[src/rtl/hilo_pkg.sv]
// hilo_pkg: shared definitions for the HI/LO register unit.
//   - op encodings presented on the op port
//   - controller state enumeration
//   - divider iteration count and divide-by-zero LO value
//   - abs32: two's-complement magnitude (0x80000000 maps to itself)
package hilo_pkg;

    localparam logic [2:0] OP_NOP   = 3'b000;
    localparam logic [2:0] OP_MULT  = 3'b001;
    localparam logic [2:0] OP_MULTU = 3'b010;
    localparam logic [2:0] OP_DIV   = 3'b011;
    localparam logic [2:0] OP_DIVU  = 3'b100;
    localparam logic [2:0] OP_MTHI  = 3'b101;
    localparam logic [2:0] OP_MTLO  = 3'b110;

    localparam int DIV_CYCLES = 32;

    localparam logic [31:0] DIV0_LO = 32'hFFFF_FFFF;

    typedef enum logic [1:0] {
        IDLE     = 2'd0,
        MUL_WAIT = 2'd1,
        DIV_ITER = 2'd2,
        DIV_FIX  = 2'd3
    } state_t;

    // Magnitude of a signed 32-bit value; the most negative value wraps to
    // itself, which is the correct unsigned magnitude 2^31.
    function automatic logic [31:0] abs32(input logic [31:0] v);
        return v[31] ? (~v + 32'd1) : v;
    endfunction

endpackage

[src/rtl/hilo_div_iter.sv]
// div_iter: unsigned restoring divider core, one quotient bit per cycle.
// Ports:
//   clk, rst_n     clock and asynchronous active-low reset
//   start          load dividend/divisor and begin DIV_CYCLES iterations
//   dividend       unsigned dividend (sampled on start)
//   divisor        unsigned divisor, must be non-zero (sampled on start)
//   quotient       quotient register (final once done has been seen)
//   remainder      partial/final remainder register
//   done           high during the cycle of the last iteration
module div_iter
    import hilo_pkg::*;
(
    input  logic        clk,
    input  logic        rst_n,
    input  logic        start,
    input  logic [31:0] dividend,
    input  logic [31:0] divisor,
    output logic [31:0] quotient,
    output logic [31:0] remainder,
    output logic        done
);

    localparam int CNT_W = $clog2(DIV_CYCLES);

    logic [31:0]      quo;
    logic [31:0]      rem;
    logic [31:0]      dsr;
    logic [CNT_W-1:0] cnt;
    logic             running;

    // Bring the next dividend bit into the remainder and try a subtract.
    // rem < dsr always holds, so the shifted value fits in 33 bits and a
    // non-negative trial result fits back into 32.
    logic [32:0] shifted;
    logic [32:0] trial;

    always_comb begin
        shifted = {rem, quo[31]};
        trial   = shifted - {1'b0, dsr};
    end

    assign done      = running && (cnt == CNT_W'(DIV_CYCLES - 1));
    assign quotient  = quo;
    assign remainder = rem;

    always_ff @(posedge clk or negedge rst_n) begin
        if (!rst_n) begin
            quo     <= '0;
            rem     <= '0;
            dsr     <= '0;
            cnt     <= '0;
            running <= 1'b0;
        end else if (start) begin
            quo     <= dividend;
            rem     <= '0;
            dsr     <= divisor;
            cnt     <= '0;
            running <= 1'b1;
        end else if (running) begin
            if (trial[32]) begin
                rem <= shifted[31:0];
                quo <= {quo[30:0], 1'b0};
            end else begin
                rem <= trial[31:0];
                quo <= {quo[30:0], 1'b1};
            end
            cnt <= cnt + 1'b1;
            if (done) begin
                running <= 1'b0;
            end
        end
    end

endmodule

[src/rtl/hilo_unit.sv]
// hilo_unit: architectural HI/LO registers with multiply/divide sequencing.
// Ports:
//   clk, rst_n          clock and asynchronous active-low reset
//   op_valid/op_ready   request handshake: an op is taken on a rising edge
//                       where op_valid && op_ready; op_ready is high only
//                       in IDLE, and the requester holds op/rs/rt stable
//                       until it is taken
//   op, rs_data,rt_data operation code and operands
//   mul_a, mul_b        registered operand magnitudes to external multiplier
//   mul_p               product returned by the external multiplier
//   mf_req, mf_sel      MFHI/MFLO read request, 1 = HI, 0 = LO
//   mf_data             selected HI/LO value (combinational)
//   busy, stall         operation in flight / pipeline must hold
//   hi, lo              architectural HI and LO
module hilo_unit
    import hilo_pkg::*;
#(
    parameter int MUL_LATENCY = 4
) (
    input  logic        clk,
    input  logic        rst_n,
    input  logic        op_valid,
    input  logic [2:0]  op,
    input  logic [31:0] rs_data,
    input  logic [31:0] rt_data,
    output logic        op_ready,
    output logic [31:0] mul_a,
    output logic [31:0] mul_b,
    input  logic [63:0] mul_p,
    input  logic        mf_req,
    input  logic        mf_sel,
    output logic [31:0] mf_data,
    output logic        busy,
    output logic        stall,
    output logic [31:0] hi,
    output logic [31:0] lo
);

    localparam int CNT_W = (MUL_LATENCY > 1) ? $clog2(MUL_LATENCY) : 1;

    state_t           state;
    logic [CNT_W-1:0] mul_cnt;
    logic             mul_neg;   // product must be negated
    logic             quo_neg;   // quotient must be negated
    logic             rem_neg;   // remainder takes the dividend's sign
    logic             div_zero;  // current divide had a zero divisor
    logic [31:0]      zero_hi;   // dividend captured for the zero-divisor result

    logic        accept;
    logic        is_signed;
    logic        div_start;
    logic [31:0] mag_a;
    logic [31:0] mag_b;
    logic [31:0] div_quo;
    logic [31:0] div_rem;
    logic        div_done;

    assign accept    = op_valid && (state == IDLE);
    assign is_signed = (op == OP_MULT) || (op == OP_DIV);
    assign mag_a     = is_signed ? abs32(rs_data) : rs_data;
    assign mag_b     = is_signed ? abs32(rt_data) : rt_data;
    assign div_start = accept && ((op == OP_DIV) || (op == OP_DIVU)) && (rt_data != '0);

    assign op_ready = (state == IDLE);
    assign busy     = (state != IDLE);
    assign stall    = (mf_req || op_valid) && busy;
    assign mf_data  = mf_sel ? hi : lo;

    div_iter u_div (
        .clk       (clk),
        .rst_n     (rst_n),
        .start     (div_start),
        .dividend  (mag_a),
        .divisor   (mag_b),
        .quotient  (div_quo),
        .remainder (div_rem),
        .done      (div_done)
    );

    always_ff @(posedge clk or negedge rst_n) begin
        if (!rst_n) begin
            state    <= IDLE;
            hi       <= '0;
            lo       <= '0;
            mul_a    <= '0;
            mul_b    <= '0;
            mul_cnt  <= '0;
            mul_neg  <= 1'b0;
            quo_neg  <= 1'b0;
            rem_neg  <= 1'b0;
            div_zero <= 1'b0;
            zero_hi  <= '0;
        end else begin
            case (state)
                IDLE: begin
                    if (accept) begin
                        case (op)
                            OP_MTHI: hi <= rs_data;
                            OP_MTLO: lo <= rs_data;
                            OP_MULT, OP_MULTU: begin
                                mul_a   <= mag_a;
                                mul_b   <= mag_b;
                                mul_neg <= (op == OP_MULT) && (rs_data[31] ^ rt_data[31]);
                                mul_cnt <= CNT_W'(MUL_LATENCY - 1);
                                state   <= MUL_WAIT;
                            end
                            OP_DIV, OP_DIVU: begin
                                quo_neg  <= (op == OP_DIV) && (rs_data[31] ^ rt_data[31]);
                                rem_neg  <= (op == OP_DIV) && rs_data[31];
                                div_zero <= (rt_data == '0);
                                zero_hi  <= rs_data;
                                // A zero divisor skips the iterations entirely.
                                state    <= (rt_data == '0) ? DIV_FIX : DIV_ITER;
                            end
                            default: ;
                        endcase
                    end
                end
                MUL_WAIT: begin
                    // mul_p has had MUL_LATENCY cycles to settle from mul_a/mul_b.
                    if (mul_cnt == '0) begin
                        {hi, lo} <= mul_neg ? (~mul_p + 64'd1) : mul_p;
                        state    <= IDLE;
                    end else begin
                        mul_cnt <= mul_cnt - 1'b1;
                    end
                end
                DIV_ITER: begin
                    if (div_done) begin
                        state <= DIV_FIX;
                    end
                end
                DIV_FIX: begin
                    if (div_zero) begin
                        hi <= zero_hi;
                        lo <= DIV0_LO;
                    end else begin
                        lo <= quo_neg ? (~div_quo + 32'd1) : div_quo;
                        hi <= rem_neg ? (~div_rem + 32'd1) : div_rem;
                    end
                    state <= IDLE;
                end
                default: state <= IDLE;
            endcase
        end
    end

endmodule

[config.mk]
export PLATFORM = sky130hd
export DESIGN_NAME = hilo_unit
export DESIGN_NICKNAME = d
export VERILOG_FILES = /design/src/rtl/hilo_pkg.sv /design/src/rtl/hilo_div_iter.sv /design/src/rtl/hilo_unit.sv
export SDC_FILE = /design/constraint.sdc
export NUM_CORES = 1
export LEC_CHECK = 0
export BUFFER_PORTS_ARGS = -buffer_cell sky130_fd_sc_hd__clkbuf_2
export CAP_MARGIN = 20
export CORE_ASPECT_RATIO = 0.6
export CORE_MARGIN = 4
export CORE_UTILIZATION = 40
export DETAILED_ROUTE_END_ITERATION = 8
export GPL_ROUTABILITY_DRIVEN = 1
export PLACE_DENSITY = 0.57
export SYNTH_ARGS = -nofsm -noshare
export SYNTH_HDL_FRONTEND = slang
export SYNTH_SLANG_ARGS = --single-unit
[constraint.sdc]
create_clock -name clk -period 4.8 [get_ports clk]
set_input_delay 0.72 -clock clk [delete_from_list [all_inputs] [get_ports clk]]
set_output_delay 0.72 -clock clk [all_outputs]
set_load 0.05 [all_outputs]
Yosys cells after proc, flatten, opt, wreduce, memory -nomap -nowiden
Cells that the tools add are included. Widths: inputs -> output; s select.

Flip-flop bits (word level): 270. Output and inout port bits: 163.

Add/sub/neg operators: 8. Equality and inequality tests: 18. Mux-type cells: 39. Bitwise logic cells: 6. Reduce and logical (&&, ||, !) cells: 27.

Operators by type and width (number): $mux 32 (20); $pmux 32 s3 (2); $add 32x1->32 const B (4); $not 32->32 (4); $add 64x1->64 const B (1); $mux 64 (1); $not 64->64 (1); $sub 33x32->33 (1); $logic_not 32->1 (1); $reduce_bool 32->1 (1); $reduce_and 4->1 (4); $mux 2 (6); $mux 5 (2); $eq 3x3->1 const B (3); $logic_and 1x1->1 (8); $ne 2x1->1 const B (4); $pmux 2 s2 (2); $pmux 2 s4 (1); $eq 3x2->1 const B (2); $ne 2x2->1 const B (3); $reduce_and 3->1 (2); $reduce_bool 2->1 (3); $add 5x1->5 const B (1); $eq 5x5->1 const B (1); 11 further kinds (20).

Depth between registers and ports, before layout
Gate-level depths: netlist (run 1).

Depth after elaboration: 5. Mapped depth: 14.

Cells and area by module
Synthesis (run 1) repeated with hierarchy kept, for this count alone.

Cells, all modules: 2246. Area total of the unflattened synthesis: 19037.0 µm².

Modules (own cells, without submodules): hilo_unit (instances 1, cells each 1508, area an instance 12699.7 µm², sequential area each 4204.0 µm²); div_iter (instances 1, cells each 738, area an instance 6337.3 µm², sequential area each 2552.4 µm²).

Least setup slack after synthesis (run 1)
No wires, ideal clock.

Kind: register to register. Start point: reg u_div.rem[10], in the netlist u_div.remainder[10]. End point: reg u_div.rem[31], in the netlist u_div.remainder[31]. Setup time: 120 ps. Arrival: 3446 ps. Required time: 4680 ps. Path slack: 1234 ps. Cell stages (with the launch flop): 13. Period minus slack after synthesis: 3566 ps. Path through: dfrtp_1 ha_1 nand2_1 or3_1 or4_1 o2111ai_1 a21oi_1 o21ai_0 xnor2_1 buf_1 clkbuf_1 o32ai_1 a31o_2.

Longest elaborated chain between the ends: 4.

Ends and longest elaborated chain: from (decl) (line hilo_div_iter.sv:26) `logic [31:0] rem;`; from (signal assigned) (line hilo_div_iter.sv:61) `rem <= shifted[31:0];`; from (signal assigned) (line hilo_div_iter.sv:64) `rem <= trial[31:0];`; $sub 33x32->33 (line hilo_div_iter.sv:39) `trial = shifted - {1'b0, dsr};`; $mux 32 (line hilo_div_iter.sv:60) `if (trial[32]) begin`; $mux 32 (line hilo_div_iter.sv:59) `end else if (running) begin`; $mux 32 (line hilo_div_iter.sv:53) `end else if (start) begin`.

Every way passes these cells. The select of a mux whose other input is x is not followed. A chain may end at the register's enable or synchronous reset.

Final worst setup path (run 1)
Start point: reg u_div.rem[9], in the netlist u_div.remainder[9]. End point: reg u_div.rem[4], in the netlist u_div.remainder[4].

The elaborated chain is that of the path after synthesis.

==> results of run 1 <==
## final cells by class
class,instances,share of cell area (%)
Timing Repair Buffer,324,8.17
Antenna cell,4,0.0470
Clock inverter,22,1.61
Sequential cell,270,31.7
Multi-Input combinational cell,1685,50.1
Inverter,74,1.30
Clock buffer,32,3.60
Tap cell,589,3.46
## cells by family after synthesis
| logic type | synth area share, % |
|---|---|
| muxes | 6.30 |
| xor gates and xnor gates | 9.69 |
| AOI/OAI and AO/OA | 22.6 |
| and+or+nand+nor | 17.1 |
| DFF | 37.2 |
| buffers and inverters | 4.24 |
| adders and majority gates | 2.87 |
## worst max-delay path: stages (launching register included)
cell and delay, ps:
sky130_fd_sc_hd__dfrtp_1 480, sky130_fd_sc_hd__ha_1 390, sky130_fd_sc_hd__nand2_1 110, sky130_fd_sc_hd__or3_1 380, sky130_fd_sc_hd__or4_1 580, sky130_fd_sc_hd__o2111ai_1 370
sky130_fd_sc_hd__a21oi_1 200, sky130_fd_sc_hd__o21ai_0 350, sky130_fd_sc_hd__xnor2_2 310, sky130_fd_sc_hd__buf_12 290, sky130_fd_sc_hd__mux2i_1 230, sky130_fd_sc_hd__a21oi_1 90
## worst paths after layout
check	startpoint	to	depth (start not counted)
worst max-delay path	u_div.remainder[9]	u_div.remainder[4]	11
worst min register to register	mul_b[9]	mul_b[9]	2
worst max register to register	u_div.remainder[9]	u_div.remainder[4]	11
max in group asynchronous	rst_n	mul_b[17]	2
worst min-delay path	rst_n	mul_b[0]	1
min in group clk	rt_data[0]	u_div.dsr[0]	3
## power groups by stage
stage	clock, mW	combinational [mW]	sequential (mW)
floorplan	0	6.30	6.05
finish	2.67	10.8	4.84
CTS	2.71	10.7	4.81
detailed placement	0	10.7	4.85
global placement	0	10.6	4.79
global route	2.80	11.7	5.00
## Yosys cell counts, types with 17 or more instances
| cell type | number |
|---|---|
| sky130_fd_sc_hd__a211oi_1 | 31 |
| sky130_fd_sc_hd__a21o_1 | 17 |
| sky130_fd_sc_hd__a21oi_1 | 166 |
| sky130_fd_sc_hd__a31oi_1 | 35 |
| sky130_fd_sc_hd__clkbuf_1 | 116 |
| sky130_fd_sc_hd__dfrtp_1 | 270 |
| sky130_fd_sc_hd__ha_1 | 40 |
| sky130_fd_sc_hd__inv_1 | 73 |
| sky130_fd_sc_hd__mux2_2 | 58 |
| sky130_fd_sc_hd__mux2i_1 | 49 |
| sky130_fd_sc_hd__nand2_1 | 268 |
| sky130_fd_sc_hd__nand3_1 | 31 |
| sky130_fd_sc_hd__nor2_1 | 139 |
| sky130_fd_sc_hd__nor2b_1 | 47 |
| sky130_fd_sc_hd__nor3_1 | 27 |
| sky130_fd_sc_hd__o21ai_0 | 271 |
| sky130_fd_sc_hd__o31ai_1 | 46 |
| sky130_fd_sc_hd__o41ai_1 | 17 |
| sky130_fd_sc_hd__or3_1 | 30 |
| sky130_fd_sc_hd__or4_1 | 23 |
| sky130_fd_sc_hd__xnor2_1 | 123 |
| sky130_fd_sc_hd__xor2_1 | 78 |
## flip-flops by register name (all words and copies together), names as in the netlist
name / flops
u_div.remainder: 32
hi: 32
u_div.running: 1
u_div.quotient: 32
rem_neg: 1
mul_b: 32
zero_hi: 32
u_div.cnt: 5
state: 2
mul_a: 32
quo_neg: 1
u_div.dsr: 32
mul_cnt: 2
lo: 32
div_zero: 1
mul_neg: 1
## placed cells by master (no fill, tap or decap), types with 6 or more instances in the layout
| cell | instances |
|---|---|
| sky130_fd_sc_hd__a211oi_1 | 31 |
| sky130_fd_sc_hd__a21o_1 | 17 |
| sky130_fd_sc_hd__a21oi_1 | 166 |
| sky130_fd_sc_hd__a221oi_1 | 13 |
| sky130_fd_sc_hd__a222oi_1 | 6 |
| sky130_fd_sc_hd__a31oi_1 | 34 |
| sky130_fd_sc_hd__and2_1 | 10 |
| sky130_fd_sc_hd__and3_1 | 12 |
| sky130_fd_sc_hd__buf_4 | 23 |
| sky130_fd_sc_hd__bufinv_16 | 8 |
| sky130_fd_sc_hd__clkbuf_16 | 29 |
| sky130_fd_sc_hd__clkbuf_2 | 297 |
| sky130_fd_sc_hd__clkinv_2 | 7 |
| sky130_fd_sc_hd__dfrtp_1 | 269 |
| sky130_fd_sc_hd__ha_1 | 40 |
| sky130_fd_sc_hd__inv_1 | 73 |
| sky130_fd_sc_hd__mux2_2 | 58 |
| sky130_fd_sc_hd__mux2i_1 | 49 |
| sky130_fd_sc_hd__nand2_1 | 267 |
| sky130_fd_sc_hd__nand2b_1 | 13 |
| sky130_fd_sc_hd__nand3_1 | 31 |
| sky130_fd_sc_hd__nand3b_1 | 8 |
| sky130_fd_sc_hd__nor2_1 | 137 |
| sky130_fd_sc_hd__nor2b_1 | 47 |
| sky130_fd_sc_hd__nor3_1 | 27 |
| sky130_fd_sc_hd__nor4_1 | 14 |
| sky130_fd_sc_hd__o211ai_1 | 11 |
| sky130_fd_sc_hd__o21a_1 | 9 |
| sky130_fd_sc_hd__o21ai_0 | 271 |
| sky130_fd_sc_hd__o31ai_1 | 46 |
| sky130_fd_sc_hd__o41ai_1 | 17 |
| sky130_fd_sc_hd__or2_2 | 13 |
| sky130_fd_sc_hd__or3_1 | 30 |
| sky130_fd_sc_hd__or4_1 | 23 |
| sky130_fd_sc_hd__xnor2_1 | 122 |
| sky130_fd_sc_hd__xor2_1 | 78 |
## metal layers
metal | up-vias | track usage (%) | part of all wire, %
met2 | 696 | 37.4 | 39
li1 | 8181 | - | -
met4 | 2 | 3.88 | 1.3
met5 | - | 0 | 0.0071
met1 | 8607 | 43.9 | 49
met3 | 77 | 9.03 | 11
## stage by stage
| step | power (mW) | util, % | setup slack [ps] | hold slack, ps |
|---|---|---|---|---|
| floorplan | 12.4 | - | 1230 | 424 |
| global placement | 15.4 | 45.0 | 941 | 461 |
| detailed placement | 15.5 | 45.0 | 938 | 467 |
| CTS | 18.3 | 47.5 | 890 | 210 |
| global route | 19.5 | 47.5 | 568 | 228 |
| finish | 18.3 | 47.5 | 816 | 149 |
==> results.md, run 1 <==
Run status:
- The flow ran to the end, and the final reports show no timing, DRC or antenna violations.

Clock network:
- In this run the clock root is driven by a sky130_fd_sc_hd__clkbuf_16.
- Post-CTS timing repair inserted 0 buffers for setup.
- The count of hold-fix buffers inserted at cts is 0.
- The CTS tree is done.
- In this run the number of H-tree levels came out at 1.
- No sink is reached through more buffers than the 3 on the longest clock path.
- The count of cells resized by post-cts repair is 0.
- The number of buffers inserted during clock tree synthesis is 29.
- The clock sink total is 270.
- The later pin in the worst-skew pair is clocked with a latency of 610 ps.
- Clock-pin slew was measured on the worst setup and hold paths at 70 ps.

Global routing:
- Entering global routing, the biggest net connects 123 pins.
- Across every metal layer, demand over resource in global routing totals 27.9%.
- The number of antenna violations at the first check in global routing was 4.
- For this run the aggregate overflow at the end of global routing stands at 0.
- The number of global-route vias before repair is 16600.
- The global-route wire length before repair is 107000 microns.

Placed design:
- In this run the tool buffered the top-level ports with 298 buffer cells.
- Routability-driven placement finished with a final weighted congestion of 0.976.
- The final HPWL from detailed placement is 54800 microns.
- The number of cells after detailed placement is 2941.
- The placed instance area is 20200 sq um.

Synthesis:
- The combined area of all synthesized cells is 18200 sq um.
- The synthesized design contains 0 enable-type register cells.
- The net count after synthesis is 2337.
- Of all flip-flops after synthesis, the portion carrying an async set or reset was 100%.
- The dominant cell type by area after synthesis is sky130_fd_sc_hd__dfrtp_1.
- The share of synthesized area in the top cell type comes to 37.2%.
- The mean post-synth cell area is 8.41 sq um.
- The netlist uses 72 different library cells.
- The cell count after synthesis is 2160.
- After synthesis the netlist holds a flip-flop and latch count of 270.
- The part of the Yosys area used for sequential elements is 37.2%.
- In the synthesized netlist the dominant register cell turns out to be sky130_fd_sc_hd__dfrtp_1.
- By area the synthesized netlist is led by sky130_fd_sc_hd__dfrtp_1 37%, sky130_fd_sc_hd__o21ai_0 7.5%, sky130_fd_sc_hd__xnor2_1 5.9%, sky130_fd_sc_hd__nand2_1 5.5%, sky130_fd_sc_hd__a21oi_1 4.6%.
- The number of warnings printed during yosys synthesis is 0.

Run:
- Max-cap violations in this run came to 0.

Power and ir drop:
- The peak ir drop on the vdd network is approximately 0.53 mV.
- The share of power burned in combinational logic is roughly 59%.
- Net switching is 52.6% of the power.
- The internal power component is 8.69 mW.
- The power density normalized to cell area is 861 nW/um^2.
- The relative contribution of the clock network to total power is 14.5%.
- For this design the total switching power over the nets is 9.66 mW.
- The sequential fraction of design power is a little over a quarter.
- Summed over all cells, the static leakage comes to about 9.2 nW.

Drt:
- The final antenna-violating net count is 0.
- The ratio of routed vias to standard cells is 5.85.
- Before antenna repair, the detailed router went through 7 iterations.
- The initial DRC count is 2010.
- In the routed design, unresolved DRC markers number 0.
- The detailed-route wire length per cell is between 20 and 25 microns.
- The routed design has 70600 microns of wire.
- The routed layout has approximately 18000 vias.

Die:
- The standard cell core area is 44800 sq um.
- 299 I/O pins were placed.
- The area of the die is ~49000 sq um.
- The initial core utilization is 40.5%.
- Row generation in the floorplan step produced 60 rows.
- The die is roughly 170 microns tall.
- In this run the horizontal extent of the chip is 283 microns.

Timing:
- In the finished design, the share of the clock period the worst path needs comes to between 80 and 90%.
- The shortest period the worst path allows is roughly 4000 ps.
- Setup repair after global routing left no endpoint under its margin.
- For the pin with the worst max-slew slack, the measured transition is 1050 ps.
- The final-report hold violation count is 0.
- The worst max-slew margin expressed relative to the limit is slightly below 30%.
- The summed negative setup slack over all endpoints is 0 ps.
- Based on the critical path, the design can be clocked at up to approximately 250 MHz.
- The final count of negative-setup-slack endpoints is 0.
- The final max-slew violation count is 0.
- The clock tree skew after final layout is 30.2 ps.

Layout:
- The cell area after layout is 21300 sq um.
- The layout net count is 2561.
- In the final layout, the share of cells above drive strength 1 is 19.6%.
- The register cell area after layout is 6760 sq um.
- The growth of design area from synthesis to finish is 17.4%.
- The multi-input combinational cells in the finished layout cover a total of 10700 sq um.
- Once layout is complete, the cells apart from fillers number 3000.
- The fill cell total of the finished layout is 4371.

Setup path:
- Setup slack on the worst reg-to-reg path comes out at 820 ps.
- The signal arrival time at the worst endpoint is 4420 ps.
- STA puts the critical path data required time at 5240 ps.
- The worst setup path is launched from a flip-flop.
- The startpoint-to-endpoint class of the critical path is reg -> reg.
- Along the worst path, the maximum fanout reaches 31.
- STA classifies the critical path endpoint as a flip-flop.

Hold path:
- In this run the worst hold path is classified as in -> async.
Note: power is estimated with default switching activity, not from simulation.
==> run 2, diff against run 1 <==
- ABC_AREA: not set -> 1
- PLACE_DENSITY: 0.57 -> 0.56
- clock period: 4.8 -> 3.9 ns (I/O delays scaled with it)
==> run 2 against run 1 <==
  * The flow now finishes with violations (hold timing)
  * Die area grew 15%
  * Core utilization is 0.37 points lower
  * Count of clock-buffer cells in the layout increased by 10
  * Non-clock buffer count up 16
  * Worst setup slack worse by 10 ps
  * Sequential power increased by 19%
  * Via count rose by 39%
  * Combinational power grew 54%
  * Global-route usage rose by 7.1 points
  * Highest routed layer unchanged
==> results.md, run 2 <==
Drt:
- The first-pass detailed-route iteration total is 6 (-1).
- The final antenna-violating net count was 0 (unchanged).
- The overall routed net length is 101000 microns (+44%).
- The detailed-route wire length per cell was 23.2 microns (-1.3%).
- The initial DRC count is 2983 (+48%).
- The wire length on met3 is 14000 microns (+85%).
- The length of routed met2 wiring is 37700 microns (+38%).
- Routed signal wires occupy layers up through met5.
- The total number of vias was 24400 (+39%).
- The ratio of routed vias to standard cells is 5.57 (-4.8%).
- The DRC violations left was 0 (unchanged).
- The met1 wire length came to 48400 microns (+39%).

Timing:
- The worst hold-check slack is -23.8 ps (-173 ps).
- The final-report hold violation count is 34 (+34).
- The clock tree skew after final layout was 57.4 ps (+27.2 ps).
- The final count of negative-setup-slack endpoints is 0 (unchanged).
- The final max-slew violation count is 0 (unchanged).
- Setup repair after global routing left no endpoint under its margin.
- The share of the cycle needed by the critical path after routing is 79.4% (-3.7 points).
- The maximum frequency from static timing analysis is 323 MHz (+29%).
- The transition time of the tightest slew-check pin is 847 ps (-207 ps).
- The shortest period the worst path allows is 3090 ps (-890 ps).
- The worst max-slew margin expressed relative to the limit is 43.5% (+14 points).
- The summed negative setup slack over all endpoints was 0 ps (unchanged).

Layout:
- The multi-input combinational cell area is 12300 sq um (+15%).
- The fill cell total of the finished layout is 5497 (+26%).
- The cell area after layout came to 24300 sq um (+14%).
- The post-layout instance count excluding filler cells was 4372 (+46%).
- The top cell types in the final layout, fill and taps aside, are 1116 x sky130_fd_sc_hd__nand2_1, 458 x sky130_fd_sc_hd__nor2_1, 365 x sky130_fd_sc_hd__nand3_1.
- The register cell area after layout is 6760 sq um (about the same).
- The layout net count is 3825 (+49%).
- The final design utilization is 47.2% (-0.37 points).
- Relative to the synthesized area, the layout overhead comes to 15.7%.
- The commonest non-fill, non-tap cell in the layout is sky130_fd_sc_hd__nand2_1.
- The share of post-route cells with drive strength above 1 is 12.0% (-7.6 points).

Clock network:
- The clock sink total is 270 (unchanged).
- The clock input transition at the sequential cells of the worst setup and hold paths was 70 ps (about the same).
- The number of buffers inserted during clock tree synthesis came to 30 (+3.4%).
- The count of cells resized by post-cts repair came to 0 (unchanged).
- The H-tree depth is 1 (unchanged).
- The buffer count from post-CTS setup fixing is 0 (unchanged).
- TritonCTS built the clock tree.
- The maximum number of buffers from clock root to sink is 3 (unchanged).
- The clock insertion delay at the later pin of the skew report is 650 ps (+40 ps).
- The count of hold-fix buffers inserted at cts is 0 (unchanged).
- The buffer type at the clock tree root is sky130_fd_sc_hd__clkbuf_16.

Run:
- The max-cap violation count is 0 (unchanged).

Setup path:
- The signal arrival time at the worst endpoint is 3620 ps (-800 ps).
- The most repeated library cell on the critical path is sky130_fd_sc_hd__nor2_4.
- The peak fanout along the critical path is 44 (+42%).
- The signal on the critical path passes through nor2_4 > inv_2 > nor2_2 > nand2_2 > nor2_4 > nor2_4 > buf_4 > nand2_1 > nand2_1.
- The worst setup path is launched from a flip-flop.
- The delay of the slowest critical-path stage is 800 ps (+220 ps).
- The nature of the critical path endpoint is a flip-flop.
- On the critical path, the stage with the largest delay is an instance of sky130_fd_sc_hd__dfrtp_1.
- The required arrival time at the worst endpoint is 4430 ps (-810 ps).
- The startpoint-to-endpoint class of the critical path is reg -> reg.

Synthesis:
- The share of flip-flops with an asynchronous set or reset was 100% (unchanged).
- The area share of the largest cell type after synthesis came to 32.2% (-5.0 points).
- The biggest area contributor in the post-synthesis netlist is sky130_fd_sc_hd__dfrtp_1.
- Sorting the synthesized cells by area gives the leading types as sky130_fd_sc_hd__dfrtp_1 32%, sky130_fd_sc_hd__nand2_1 20%, sky130_fd_sc_hd__nand3_1 8.7%, sky130_fd_sc_hd__nor2_1 8.2%, sky130_fd_sc_hd__inv_1 6.2%.
- The net count after synthesis is 3576 (+53%).
- The mean post-synth cell area was 6.17 sq um (-27%).
- After synthesis, the most frequently instantiated cells are 1117 x sky130_fd_sc_hd__nand2_1, 458 x sky130_fd_sc_hd__nor2_1, 365 x sky130_fd_sc_hd__nand3_1, 344 x sky130_fd_sc_hd__inv_1, 270 x sky130_fd_sc_hd__dfrtp_1.
- The number of enable flip-flop cells after synthesis came to 0 (unchanged).
- The most common flop cell mapped by yosys is sky130_fd_sc_hd__dfrtp_1.
- The cell count after synthesis is 3399 (+57%).
- The count of state elements after synthesis was 270 (unchanged).
- The part of the Yosys area used for sequential elements was 32.2% (-5.0 points).
- The number of warnings printed during yosys synthesis is 0 (unchanged).
- The number of different library cells in the post-synthesis netlist is 52 (-28%).
- By instance count, the leading cell after synthesis is sky130_fd_sc_hd__nand2_1.
- The combined area of all synthesized cells is 21000 sq um (+15%).

Global routing:
- The maximum number of pins on one net before global-route repair came to 99 (-20%).
- The number of antenna violations at the first check in global routing is 8 (+4).
- The total global-route track usage is 35.0% (+7.1 points).
- The final global-route overflow total was 0 (unchanged).
- The number of global-route vias before repair is 21900 (+32%).
- The global-route wire length before repair is 146000 microns (+37%).

Run status:
- The checks that failed: hold timing.
- The flow ran to the end, but the final reports show violations.

Power and ir drop:
- The reported leakage power came to 12.3 nW (+33%).
- The switching component of the power is 15.0 mW (+55%).
- The peak ir drop on the vdd network came to 0.671 mV (+27%).
- The sequential fraction of design power is 22.5% (-3.9 points).
- The switching power as a share of total power came to 58.7% (+6.1 points).
- The internal power component is 10.5 mW (+21%).
- The power density normalized to cell area was 1050 nW/um^2 (+22%).
- The relative contribution of the clock network to total power is 12.6% (-1.9 points).
- The share of power burned in combinational logic was 64.9% (+5.8 points).

Die:
- The initial core utilization came to 40.8% (+0.26 points).
- The count of standard-cell rows was 64 (+6.7%).
- The area of the die is 56300 sq um (+15%).
- The standard cell core area is 51400 sq um (+15%).
- The vertical die dimension is 185 microns (+7.1%).
- The width of the chip is 304 microns (+7.2%).
- The boundary pin count is 299 (unchanged).

Placed design:
- The global placer's final weighted congestion was 1.04 (+6.7%).
- The number of cells after detailed placement is 4309 (+47%).
- The placed instance area is 23200 sq um (+15%).
- The number of port buffers is 298 (unchanged).
- The final HPWL from detailed placement is 82300 microns (+50%).

Hold path:
- The kind of path behind the tightest hold check is in -> async.
## run 2: cell types whose count changed in the layout (fill, tap and decap cells not counted), sizes merged, moves of 58 or more
cell   delta
nand3   +337
a21oi    -69
xnor2   -104
nand2   +853
nor2    +333
mux2     -58
inv     +287
## run 2: final cells by class
| class | instances | area share [%] |
|---|---|---|
| repair buffers | 340 | 7.65 |
| flip-flops and latches | 270 | 27.9 |
| clock buffers | 42 | 3.49 |
| diodes | 9 | 0.0929 |
| inverters | 368 | 5.70 |
| multi-input cells | 2638 | 50.7 |
| well taps | 693 | 3.58 |
| clock inverters | 12 | 0.939 |
## run 2: power groups by stage
| stage | Combinational, mW | Sequential [mW] | Clock (mW) |
|---|---|---|---|
| 4_1_cts | 16.2 | 5.69 | 3.23 |
| 5_1_grt | 18.0 | 5.89 | 3.34 |
| 6_report | 16.6 | 5.75 | 3.21 |
| 2_1_floorplan | 9.23 | 7.38 | 0 |
| 3_5_place_dp | 16.2 | 5.72 | 0 |
| 3_3_place_gp | 16.0 | 5.71 | 0 |
## run 2: worst paths after layout
check                             from                  to  slack (ps)  cells past startpoint
min reg2reg                   mul_a[1]            mul_a[1]         480                      2
min                              rst_n           mul_b[19]         -20                      1
max reg2reg                   state[0]  u_div.remainder[5]         810                      9
max                           state[0]  u_div.remainder[5]         810                      9
min in group clk           rt_data[31]           mul_b[31]         280                      3
max in group asynchronous        rst_n  u_div.remainder[8]        2850                      2
## run 2: routing by layer
metal	vias to the layer above	track usage, %
li1	11400	-
met5	-	0
met2	1269	44.5
met1	11600	55.2
met4	4	5.04
met3	92	13.6
## run 2: kinds of logic (layout without fill, tap and decap cells)
family / after synthesis / after routing / synth area share [%]
AND/OR/NAND/NOR: 2092 / 2092 / 41.7
buffers and inverters: 491 / 762 / 9.14
AO/OA/AOI/OAI: 448 / 448 / 12.1
flip-flops: 270 / 270 / 32.2
XOR/XNOR: 57 / 57 / 2.38
adder cells (fa/ha/maj): 41 / 41 / 2.48
other: 0 / 9 / 0
## run 2: through the flow
step | hold slack (ps) | total power [mW] | worst slack [ps]
floorplan | 289 | 16.6 | 1260
global placement | 461 | 21.7 | 898
detailed placement | 465 | 21.9 | 885
CTS | 6.78 | 25.2 | 821
global route | 44.6 | 27.2 | 554
finish | -23.8 | 25.6 | 805
## run 2: worst max-delay path, delay by kind of cell, from the launching register on
kind	cells	cell delay [ps]
buffers and inverters	2	670
flip-flops	1	800
AND/OR/NAND/NOR	7	1460
